File: config.mk
export PLATFORM = sky130hd
export DESIGN_NAME = sumador_restador_secuencial
export DESIGN_NICKNAME = d
export VERILOG_FILES = /design/src/rtl/sumador_restador_secuencial.sv
export SDC_FILE = /design/constraint.sdc
export NUM_CORES = 1
export LEC_CHECK = 0
export ABC_AREA = 1
export CORE_MARGIN = 5
export CORE_UTILIZATION = 50
export DETAILED_ROUTE_END_ITERATION = 8
export PLACE_DENSITY = 0.78
export SLEW_MARGIN = 10
export SYNTH_ARGS = -nofsm -noshare
export SYNTH_HDL_FRONTEND = slang
export SYNTH_SLANG_ARGS = --single-unit
File: constraint.sdc
create_clock -name clk -period 6 [get_ports clk]
set_input_delay 1.2 -clock clk [delete_from_list [all_inputs] [get_ports clk]]
set_output_delay 1.2 -clock clk [all_outputs]
set_load 0.005 [all_outputs]
File: src/rtl/sumador_restador_secuencial.sv
// Sequential N-bit two's-complement adder/subtractor.
// A K-bit ripple-carry slice processes one chunk per clock, least-significant
// chunk first, with the inter-chunk carry kept in a register. The result
// becomes visible on Sum only when the last chunk has been processed, and
// listo pulses for that single cycle.
module sumador_restador_secuencial #(
    parameter int N = 16,
    parameter int K = 4
) (
    input  logic         clk,
    input  logic         rst,
    input  logic         start,
    input  logic         M,
    input  logic [N-1:0] A,
    input  logic [N-1:0] B,
    input  logic         C0,
    output logic [N-1:0] Sum,
    output logic         Cout,
    output logic         V,
    output logic         Z,
    output logic         listo,
    output logic         ocupado
);

    localparam int P  = N / K;
    localparam int CW = (P > 1) ? $clog2(P) : 1;
    localparam logic [CW-1:0] LAST_CHUNK = CW'(P - 1);
    localparam logic [K-1:0]  ONES_K     = '1;
    localparam logic [N-1:0]  CHUNK_MASK = N'(ONES_K);

    typedef enum logic [1:0] {
        IDLE = 2'd0,
        SUMA = 2'd1,
        FIN  = 2'd2
    } state_t;

    // K-bit ripple-carry slice; returns {carry out, carry into MSB, sum bits}.
    // The carry into the MSB is needed for the signed-overflow flag.
    function automatic logic [K+1:0] ripple_chunk(
        input logic [K-1:0] a,
        input logic [K-1:0] b,
        input logic         cin
    );
        logic [K-1:0] s;
        logic         c;
        logic         c_msb;
        s     = '0;
        c     = cin;
        c_msb = cin;
        for (int i = 0; i < K; i++) begin
            c_msb = c;
            s[i]  = a[i] ^ b[i] ^ c;
            c     = (a[i] & b[i]) | (a[i] & c) | (b[i] & c);
        end
        return {c, c_msb, s};
    endfunction

    state_t          state_q, state_d;
    logic [CW-1:0]   cnt_q,   cnt_d;
    logic [N-1:0]    a_q,     a_d;
    logic [N-1:0]    b_q,     b_d;
    logic            c_q,     c_d;
    logic [N-1:0]    acc_q,   acc_d;
    logic [N-1:0]    sum_q,   sum_d;
    logic            cout_q,  cout_d;
    logic            v_q,     v_d;

    logic [K-1:0]    a_chunk_s;
    logic [K-1:0]    b_chunk_s;
    logic [K+1:0]    slice_s;
    int              chunk_lsb_s;

    // Next-state logic: operand capture on accept, one chunk per SUMA cycle,
    // result publication on the last chunk.
    always_comb begin
        state_d     = state_q;
        cnt_d       = cnt_q;
        a_d         = a_q;
        b_d         = b_q;
        c_d         = c_q;
        acc_d       = acc_q;
        sum_d       = sum_q;
        cout_d      = cout_q;
        v_d         = v_q;
        chunk_lsb_s = K * int'(cnt_q);
        a_chunk_s   = K'(a_q >> chunk_lsb_s);
        b_chunk_s   = K'(b_q >> chunk_lsb_s);
        slice_s     = ripple_chunk(a_chunk_s, b_chunk_s, c_q);

        case (state_q)
            IDLE, FIN: begin
                if (start) begin
                    // Subtraction is A + ~B + ~C0, so B is inverted and the
                    // borrow-in becomes an inverted carry-in.
                    a_d     = A;
                    b_d     = B ^ {N{M}};
                    c_d     = C0 ^ M;
                    cnt_d   = '0;
                    state_d = SUMA;
                end else begin
                    state_d = IDLE;
                end
            end
            SUMA: begin
                acc_d = (acc_q & ~(CHUNK_MASK << chunk_lsb_s))
                      | (N'(slice_s[K-1:0]) << chunk_lsb_s);
                c_d   = slice_s[K+1];
                cnt_d = cnt_q + CW'(1);
                if (cnt_q == LAST_CHUNK) begin
                    sum_d   = acc_d;
                    cout_d  = slice_s[K+1];
                    v_d     = slice_s[K+1] ^ slice_s[K];
                    cnt_d   = '0;
                    state_d = FIN;
                end else begin
                    state_d = SUMA;
                end
            end
            default: begin
                state_d = IDLE;
            end
        endcase
    end

    // State and datapath registers with synchronous reset.
    always_ff @(posedge clk) begin
        if (rst) begin
            state_q <= IDLE;
            cnt_q   <= '0;
            a_q     <= '0;
            b_q     <= '0;
            c_q     <= 1'b0;
            acc_q   <= '0;
            sum_q   <= '0;
            cout_q  <= 1'b0;
            v_q     <= 1'b0;
        end else begin
            state_q <= state_d;
            cnt_q   <= cnt_d;
            a_q     <= a_d;
            b_q     <= b_d;
            c_q     <= c_d;
            acc_q   <= acc_d;
            sum_q   <= sum_d;
            cout_q  <= cout_d;
            v_q     <= v_d;
        end
    end

    assign Sum     = sum_q;
    assign Cout    = cout_q;
    assign V       = v_q;
    assign Z       = (sum_q == {N{1'b0}});
    assign listo   = (state_q == FIN);
    assign ocupado = (state_q == SUMA);

endmodule

* Word level (Yosys, flattened, before mapping)
Index checks and enable logic that the tools add are counted.
Word-level totals: input bits 37, register bits 71, output and inout bits 21, logic and storage cells 67
Cells by class: bitwise operators 34, muxes and demuxes 8, reductions and logical operators 7, shift-type cells 4, $add $sub $neg 1, equal/unequal tests 4
Operators by type and width (count):
- 16-bit by 4-bit right shift with 4-bit output | 2
- 16-bit bitwise AND | 1
- 16-bit logical NOT | 1
- 16-bit inverter | 1
- 16-bit OR | 1
- 4-bit by 4-bit left shift with 16-bit output | 1
- 4-bit by 4-bit left shift with 16-bit output (first input constant) | 1
- 16-bit XOR | 1
- 1-bit bitwise AND | 12
- 1-bit XOR | 10
- 1-bit OR | 8
- 2-bit one-hot mux with 2 select lines | 2
- 2-bit two-way mux | 3
- 2-bit AND reduction | 3
- 2-bit equality test (second input constant) | 2
- 2-bit by 1-bit adder with 2-bit output (second input constant) | 1
- 2-bit by 1-bit equality test with 1-bit output (second input constant) | 1
- 2-bit logical NOT | 1
- 1-bit two-way mux | 2
- 2-bit != test (second input constant) | 1
- 1-bit one-hot mux with 2 select lines | 1
- 2-bit nonzero test | 1
- 2-bit OR reduction | 1

* Depth between registers and ports, before layout
Gate-level depths: netlist of run 1.
word-level depth 14, gate-level depth with buffers 15

* Worst setup path before layout of run 1
Ideal clock, no wire load.
kind flip-flop to flip-flop, start point reg cnt_q[0], end point reg acc_q[11], stages on the path, launching flop included 16, arrival 2.828 ns, required time 5.887 ns, period minus slack after synthesis 2.941 ns, slack 3.059 ns, cell sequence dfxtp_1 -> buf_4 -> inv_2 -> buf_2 -> nor2_1 -> o22ai_1 -> fa_1 -> inv_1 -> fa_1 -> fa_1 -> inv_1 -> fa_1 -> nand3_1 -> o21ai_0 -> o21ai_1 -> inv_1
On the way: cells in the longest elaborated chain, start to end 13, elaborated cells on any way between the ends 24, classes of those cells shift (4); bitwise (20)
Ends and longest elaborated chain:
- from (decl) | RTL line 59 | logic [CW-1:0] cnt_q, cnt_d;
- from (signal assigned) | RTL line 139 | cnt_q <= cnt_d;
- 16-bit by 4-bit right shift with 4-bit output, on equally long branches | RTL line 86, 87
- 1-bit bitwise AND | RTL line 53 | c = (a[i] & b[i]) | (a[i] & c) | (b[i] & c);
- 1-bit OR (2 in a row) | RTL line 53
- 1-bit bitwise AND | RTL line 53
- 1-bit OR (2 in a row) | RTL line 53
- 1-bit bitwise AND | RTL line 53
- 1-bit OR (2 in a row) | RTL line 53
- 1-bit XOR | RTL line 52 | s[i] = a[i] ^ b[i] ^ c;
- 4-bit by 4-bit left shift with 16-bit output | RTL line 106 | | (N'(slice_s[K-1:0]) << chunk_lsb_s);
- 16-bit OR (*) | RTL line 106
- to (signal assigned) | RTL line 133 | acc_q <= '0;
- to (signal assigned) | RTL line 143 | acc_q <= acc_d;
- to (decl) | RTL line 63 | logic [N-1:0] acc_q, acc_d;
Mark *: on every way between the ends. The rest lies on a longest branch, timed or not. A chain may end at the register's enable or synchronous reset.

* Final worst setup path of run 1
start point reg cnt_q[0], end point reg sum_q[7] (netlist: Sum[7])
On the way: cells in the longest elaborated chain, start to end 13, elaborated cells on any way between the ends 26, classes of those cells eq/ne (1); shift (4); bitwise (20); reduce/logical (1)
Ends and longest elaborated chain:
- 16-bit by 4-bit right shift with 4-bit output, on equally long branches | RTL line 86, 87
- 1-bit bitwise AND | RTL line 53
- 1-bit OR (2 in a row) | RTL line 53
- 1-bit bitwise AND | RTL line 53
- 1-bit OR (2 in a row) | RTL line 53
- 1-bit bitwise AND | RTL line 53
- 1-bit OR (2 in a row) | RTL line 53
- 1-bit XOR | RTL line 52
- 4-bit by 4-bit left shift with 16-bit output | RTL line 106
- 16-bit OR | RTL line 106
- to (signal assigned) | RTL line 144 | sum_q <= sum_d;
- to (decl) | RTL line 64 | logic [N-1:0] sum_q, sum_d;
Several ways; a longest one is shown, not always the timed one.

==> results.yml, run 1 <==
status:
  status: "finished clean"
cells_and_area:
  synthToLayoutAreaGrowth_pct: 20.0
  n_antenna_cell: 0
  drive_gt1_frac: 0.0602
  fin_nets: 522
  post-route-util: 0.617
  final_area_sq_um: 3920
setup_path:
  regToRegSetupSlack_ns: 2.36
  end_kind: "flip-flop"
  critPathLaunchType: "flip-flop"
  reg2reg_from: "cnt_q[0]"
  crit_required_ns: 6.29
  cp_max_fo: 30
  r2r-end: "Sum[7]"
  arrival_ns: 3.93
  rr_worst_depth: 13
  critPathKind: "reg -> reg"
worst_hold_path:
  hold_path_startpoint: "a_q[1]"
  hold_path.class: "reg -> reg"
  min_to: "a_q[1]"
  hold_path_depth: 2
cts:
  clock_sinks: 67
  cts_root_buf: "clkbuf_8"
  clk_latency_ns: 0.35
  numCtsBuffers: 9
  post_cts_buffers: 0
  cts_tree: "done"
  cts-resized-gates: 0
  htreeDepth: 3
  path_clk_slew_ns: 0.07
  clock_tree.buffer_depth: 2
  hold_buffers: 0
detailed_routing:
  firstDrtPassIters: 4
  drt_iter0_markers: 141
  wl_microns: 7400
  vias_per_cell: 5.14
  wire_per_inst_microns: 13.2
  ant_nets: 0
  drcViolationCount: 0
  dr_total_vias: 2875
timing:
  final_hold_viol_count: 0
  finalCriticalPeriod_ns: 3.64
  finalCritPeriodShare: 0.607
  hold_ws_ns: 0.459
  fmax_mhz: 275
  setup-violations-final: 0
  tightest_slew_ns: 0.909
  fin_skew_ns: 0.00753
  rsz0062_at_grt: "no"
  setup_tns_ns: 0
  relSlewSlack: 0.392
  slew_viol_final: 0
logic_synthesis:
  ys_top_cells_by_area: "dfxtp_1 (41%), nor2_1 (10%), o21ai_0 (9.7%), a21oi_1 (5.7%), xnor2_1 (4.6%)"
  synth_fp_nets: 483
  ys.flop_type: "dfxtp_1"
  ys_seq_elements: 67
  synth_cell_types: 24
  ys_warn_count: 0
  synthCells: 438
  ys_top_cells_by_count: "nor2_1 (87), dfxtp_1 (67), o21ai_0 (63), inv_1 (39), a21oi_1 (37)"
  synthArstFlopShare: 0
  yosysSeqAreaShare: 0.411
  synth_top_area_frac: 0.411
  syn_area_sq_um: 3270
  synth_area_per_cell_sq_um: 7.46
  synth_edf_count: 0
  yosysMostFrequentCell: "nor2_1"
  synth.largest_area_cell: "dfxtp_1"
power:
  clkPwrFrac: 0.334
  power.share.combinational: 0.182
  seqPwrFrac: 0.484
  fin_total_pwr_uw: 1020
  p_leak_uw: 0.00163
  p_sw_uw: 292
  internal-power_uw: 724
  switching_share: 0.287
  vdd_drop_max_mv: 0.167
  p_per_area_nw_per_um2: 259
placed_design:
  portBuffers: 57
  gp_congestion: 0.842
  placed_area_sq_um: 3740
  hpwlAfterDp_microns: 5090
die:
  die_h_microns: 90.8
  start_util: 0.514
  fp.coreArea_sq_um: 6350
  ios: 58
  row_count: 29
  die-area_sq_um: 8250
  die_x_microns: 90.8
global_route:
  grtUsageTotal: 0.179
  grt_pass1_wl_microns: 12100
  grt-ovfl-total: 0
  grt_pass1_vias: 2648
  grt_max_degree: 53
  antenna_found_initial: 0
run:
  max_cap_violations: 0
-- critical path, stage by stage (launching register included) --
cell     delay, ns
dfxtp_1       0.90
inv_2         0.40
o21ai_0       0.26
o22ai_1       0.12
fa_1          0.39
inv_1         0.07
fa_1          0.18
fa_1          0.22
inv_1         0.06
fa_1          0.57
nand3_1       0.10
o21ai_1       0.15
nor2_1        0.06
nor2_1        0.10
-- logic make-up (layout without fill, tap and decap cells) --
| kind of cell | count (synthesis) | in the layout | share of synthesized area |
|---|---|---|---|
| and+or+nand+nor | 141 | 141 | 0.183 |
| adders and majority gates | 8 | 8 | 0.0398 |
| DFF | 67 | 67 | 0.411 |
| xor gates and xnor gates | 17 | 17 | 0.0456 |
| buffers and inverters | 75 | 119 | 0.114 |
| AOI/OAI and AO/OA | 130 | 130 | 0.207 |
-- registers in the layout, summed over array words and instances, names as in the netlist, 2 cells and up --
register,cells
Sum,16
cnt_q,2
acc_q,12
state_q,2
b_q,16
a_q,16
-- worst max path at each step --
stage | start | to | cells after the start
3_5_place_dp | cnt_q[0] | acc_q[7] | 13
3_3_place_gp | cnt_q[0] | acc_q[11] | 13
6_report | cnt_q[0] | Sum[7] | 13
2_1_floorplan | cnt_q[0] | acc_q[11] | 15
5_1_grt | cnt_q[0] | Sum[7] | 13
4_1_cts | cnt_q[0] | acc_q[7] | 13
-- power by group through the flow --
stage	logic, uW	registers (uW)	clock network [uW]
after floorplan	142	493	0
after global placement	178	501	0
after detailed placement	183	501	0
after CTS	185	492	343
after global routing	207	495	363
final	185	492	340
-- cell usage in the layout (no fill, tap or decap), types with 11 or more instances in the layout --
master	count
nor2_1	87
dfxtp_1	67
o21ai_0	63
clkdlybuf4s50_1	57
inv_1	39
a21oi_1	37
nand2_1	26
o21ai_1	18
nand3_1	18
xnor2_1	17
clkbuf_8	11
-- final cells by class --
| class | count | area, sq um |
|---|---|---|
| Clock buffer | 12 | 155 |
| Clock inverter | 4 | 25.0 |
| Fill cell | 593 | 2430 |
| Inverter | 45 | 169 |
| Multi-Input combinational cell | 296 | 1550 |
| Sequential cell | 67 | 1340 |
| Tap cell | 77 | 96.3 |
| Timing Repair Buffer | 58 | 578 |
-- routing by layer --
layer,share of wire,vias up,GRT usage
met2,0.49,70,0.295
met5,0,-,0
met3,0.058,12,0.0583
met4,0.013,0,0.0575
li1,-,1498,-
met1,0.44,1295,0.219
-- stage by stage --
| step | setup WS, ns | std cells |
|---|---|---|
| after floorplan | 3.06 | 438 |
| after global routing | 2.03 | 559 |
| after detailed placement | 2.44 | 543 |
| after CTS | 2.39 | 559 |
| after global placement | 2.54 | 543 |
| final | 2.36 | 559 |
Note: power is estimated with default switching activity, not from simulation.
==> run 2: changes to the inputs <==
==> constraint.sdc (replaced) <==
create_clock -name clk -period 3.65 [get_ports clk]
set_input_delay 0.73 -clock clk [delete_from_list [all_inputs] [get_ports clk]]
set_output_delay 0.73 -clock clk [all_outputs]
set_load 0.005 [all_outputs]
==> run 2 against run 1 <==
Flip-flop and latch count unchanged. Register-to-register slack worse by 2.1 ns. Largest cell class unchanged. Routed wire length is 2.1% higher. Largest power group unchanged. Critical path type unchanged. Global-route usage up 0.96 points. First-iteration DRC count is 2.1% higher. Cell area rose by 0.73%. Count of clock-buffer cells in the layout is 1 higher.
==> results.yml, run 2 (synthesis gave the netlist of run 1 again) <==
cts:
  post_cts_buffers: 0
  clock_sinks: 67
  htreeDepth: 3
  cts_tree: "done"
  path_clk_slew_ns: 0.07
  numCtsBuffers: 9
  clock_tree.buffer_depth: 2
  clk_latency_ns: 0.34
  cts-resized-gates: 0
  hold_buffers: 0
  cts_root_buf: "clkbuf_8"
global_route:
  grtUsageTotal: 0.188
  grt-ovfl-total: 0
  grt_pass1_vias: 2730
  grt_max_degree: 53
  antenna_found_initial: 0
  grt_pass1_wl_microns: 12800
status:
  status: "finished clean"
die:
  die_h_microns: 90.8
  fp.coreArea_sq_um: 6350
  die-area_sq_um: 8250
  start_util: 0.514
  row_count: 29
  die_x_microns: 90.8
  ios: 58
setup_path:
  arrival_ns: 3.60
  critPathKind: "reg -> reg"
  cp_max_fo: 22
  end_kind: "flip-flop"
  regToRegSetupSlack_ns: 0.29
  r2r-end: "acc_q[11]"
  critPathLaunchType: "flip-flop"
  rr_worst_depth: 13
  crit_required_ns: 3.89
  reg2reg_from: "cnt_q[1]"
placed_design:
  dp_cells: 545
  hpwlAfterDp_microns: 5270
  placed_area_sq_um: 3750
  gp_congestion: 0.850
  portBuffers: 57
timing:
  setup_tns_ns: 0
  slew_viol_final: 0
  finalCriticalPeriod_ns: 3.36
  final_hold_viol_count: 0
  fmax_mhz: 298
  relSlewSlack: 0.375
  finalCritPeriodShare: 0.921
  fin_skew_ns: 0.00856
  setup-violations-final: 0
  rsz0062_at_grt: "no"
  tightest_slew_ns: 0.934
cells_and_area:
  fin_nets: 524
  multiInputGateArea_sq_um: 1550
  filler_cell_count: 585
  layout_commonest_cell: "nor2_1"
  post-route-util: 0.621
  final_area_sq_um: 3950
  synthToLayoutAreaGrowth_pct: 20.8
  stdcell_count: 560
  seq_area_sq_um: 1340
  drive_gt1_frac: 0.0600
  final_cell_mix: "nor2_1 (87), dfxtp_1 (67), o21ai_0 (63)"
  n_antenna_cell: 0
worst_hold_path:
  hold_path_startpoint: "Cout"
  min_to: "Cout"
  hold_path.class: "reg -> reg"
  hold_path_depth: 2
power:
  p_per_area_nw_per_um2: 438
  p_leak_uw: 0.00165
  vdd_drop_max_mv: 0.279
run:
  max_cap_violations: 0
detailed_routing:
  dr_total_vias: 2948
  firstDrtPassIters: 5
  ant_nets: 0
  drcViolationCount: 0
  wire_per_inst_microns: 13.5
  drt_iter0_markers: 144
  wl_microns: 7560
  vias_per_cell: 5.26
## run 2: changes by cell type in the layout (fill, tap and decap cells not counted), sizes merged
cell      delta
buf          +2
clkinv       -1
clkinvlp     -2
clkbuf       +1
bufinv       +1
## run 2: worst max path at each step
stage          slack [ns]         to  cells after the start      from
2_1_floorplan        0.71  acc_q[11]                     15  cnt_q[0]
6_report             0.29  acc_q[11]                     13  cnt_q[1]
3_5_place_dp         0.36  acc_q[11]                     13  cnt_q[1]
3_3_place_gp         0.50  acc_q[11]                     13  cnt_q[1]
4_1_cts              0.31  acc_q[11]                     13  cnt_q[1]
5_1_grt              0.04  acc_q[11]                     13  cnt_q[1]
## run 2: power by group
part / internal (uW) / switching, uW / leakage, uW / total [uW]
clock: 349 / 264 / 0.0000995 / 613
sequential: 779 / 28.2 / 0.000550 / 807
combinational: 132 / 177 / 0.000998 / 310
## run 2: final cells by class
type | instances | share of cell area
tap | 77 | 0.0244
clock buffer | 13 | 0.0403
sequential | 67 | 0.340
clock inverter | 2 | 0.00888
timing repair buffer | 60 | 0.150
inverter | 45 | 0.0428
multi-input combinational | 296 | 0.393
## run 2: metal layers
| metal | GRT usage | up-vias | wire [microns] |
|---|---|---|---|
| met5 | 0 | - | 0 |
| met1 | 0.241 | 1352 | 3380 |
| met4 | 0.0746 | 0 | 127 |
| met2 | 0.309 | 82 | 3670 |
| met3 | 0.0375 | 12 | 383 |
| li1 | - | 1502 | - |
## run 2: per-stage QoR
step	worst slack [ns]	hold slack (ns)	power [uW]
after floorplan	0.709	0.425	1040
after global placement	0.503	0.452	1120
after detailed placement	0.360	0.454	1130
after CTS	0.310	0.479	1730
after global routing	0.0450	0.501	1810
final	0.289	0.476	1730
## run 2: worst max-delay path: stages, from the launching register on
cell	delay, ns
dfxtp_1	0.47
inv_2	0.36
o21ai_0	0.18
o22ai_1	0.21
fa_1	0.21
inv_1	0.05
fa_1	0.39
fa_1	0.42
inv_1	0.09
fa_1	0.46
nand3_1	0.11
o21ai_0	0.12
o21ai_1	0.13
inv_1	0.05
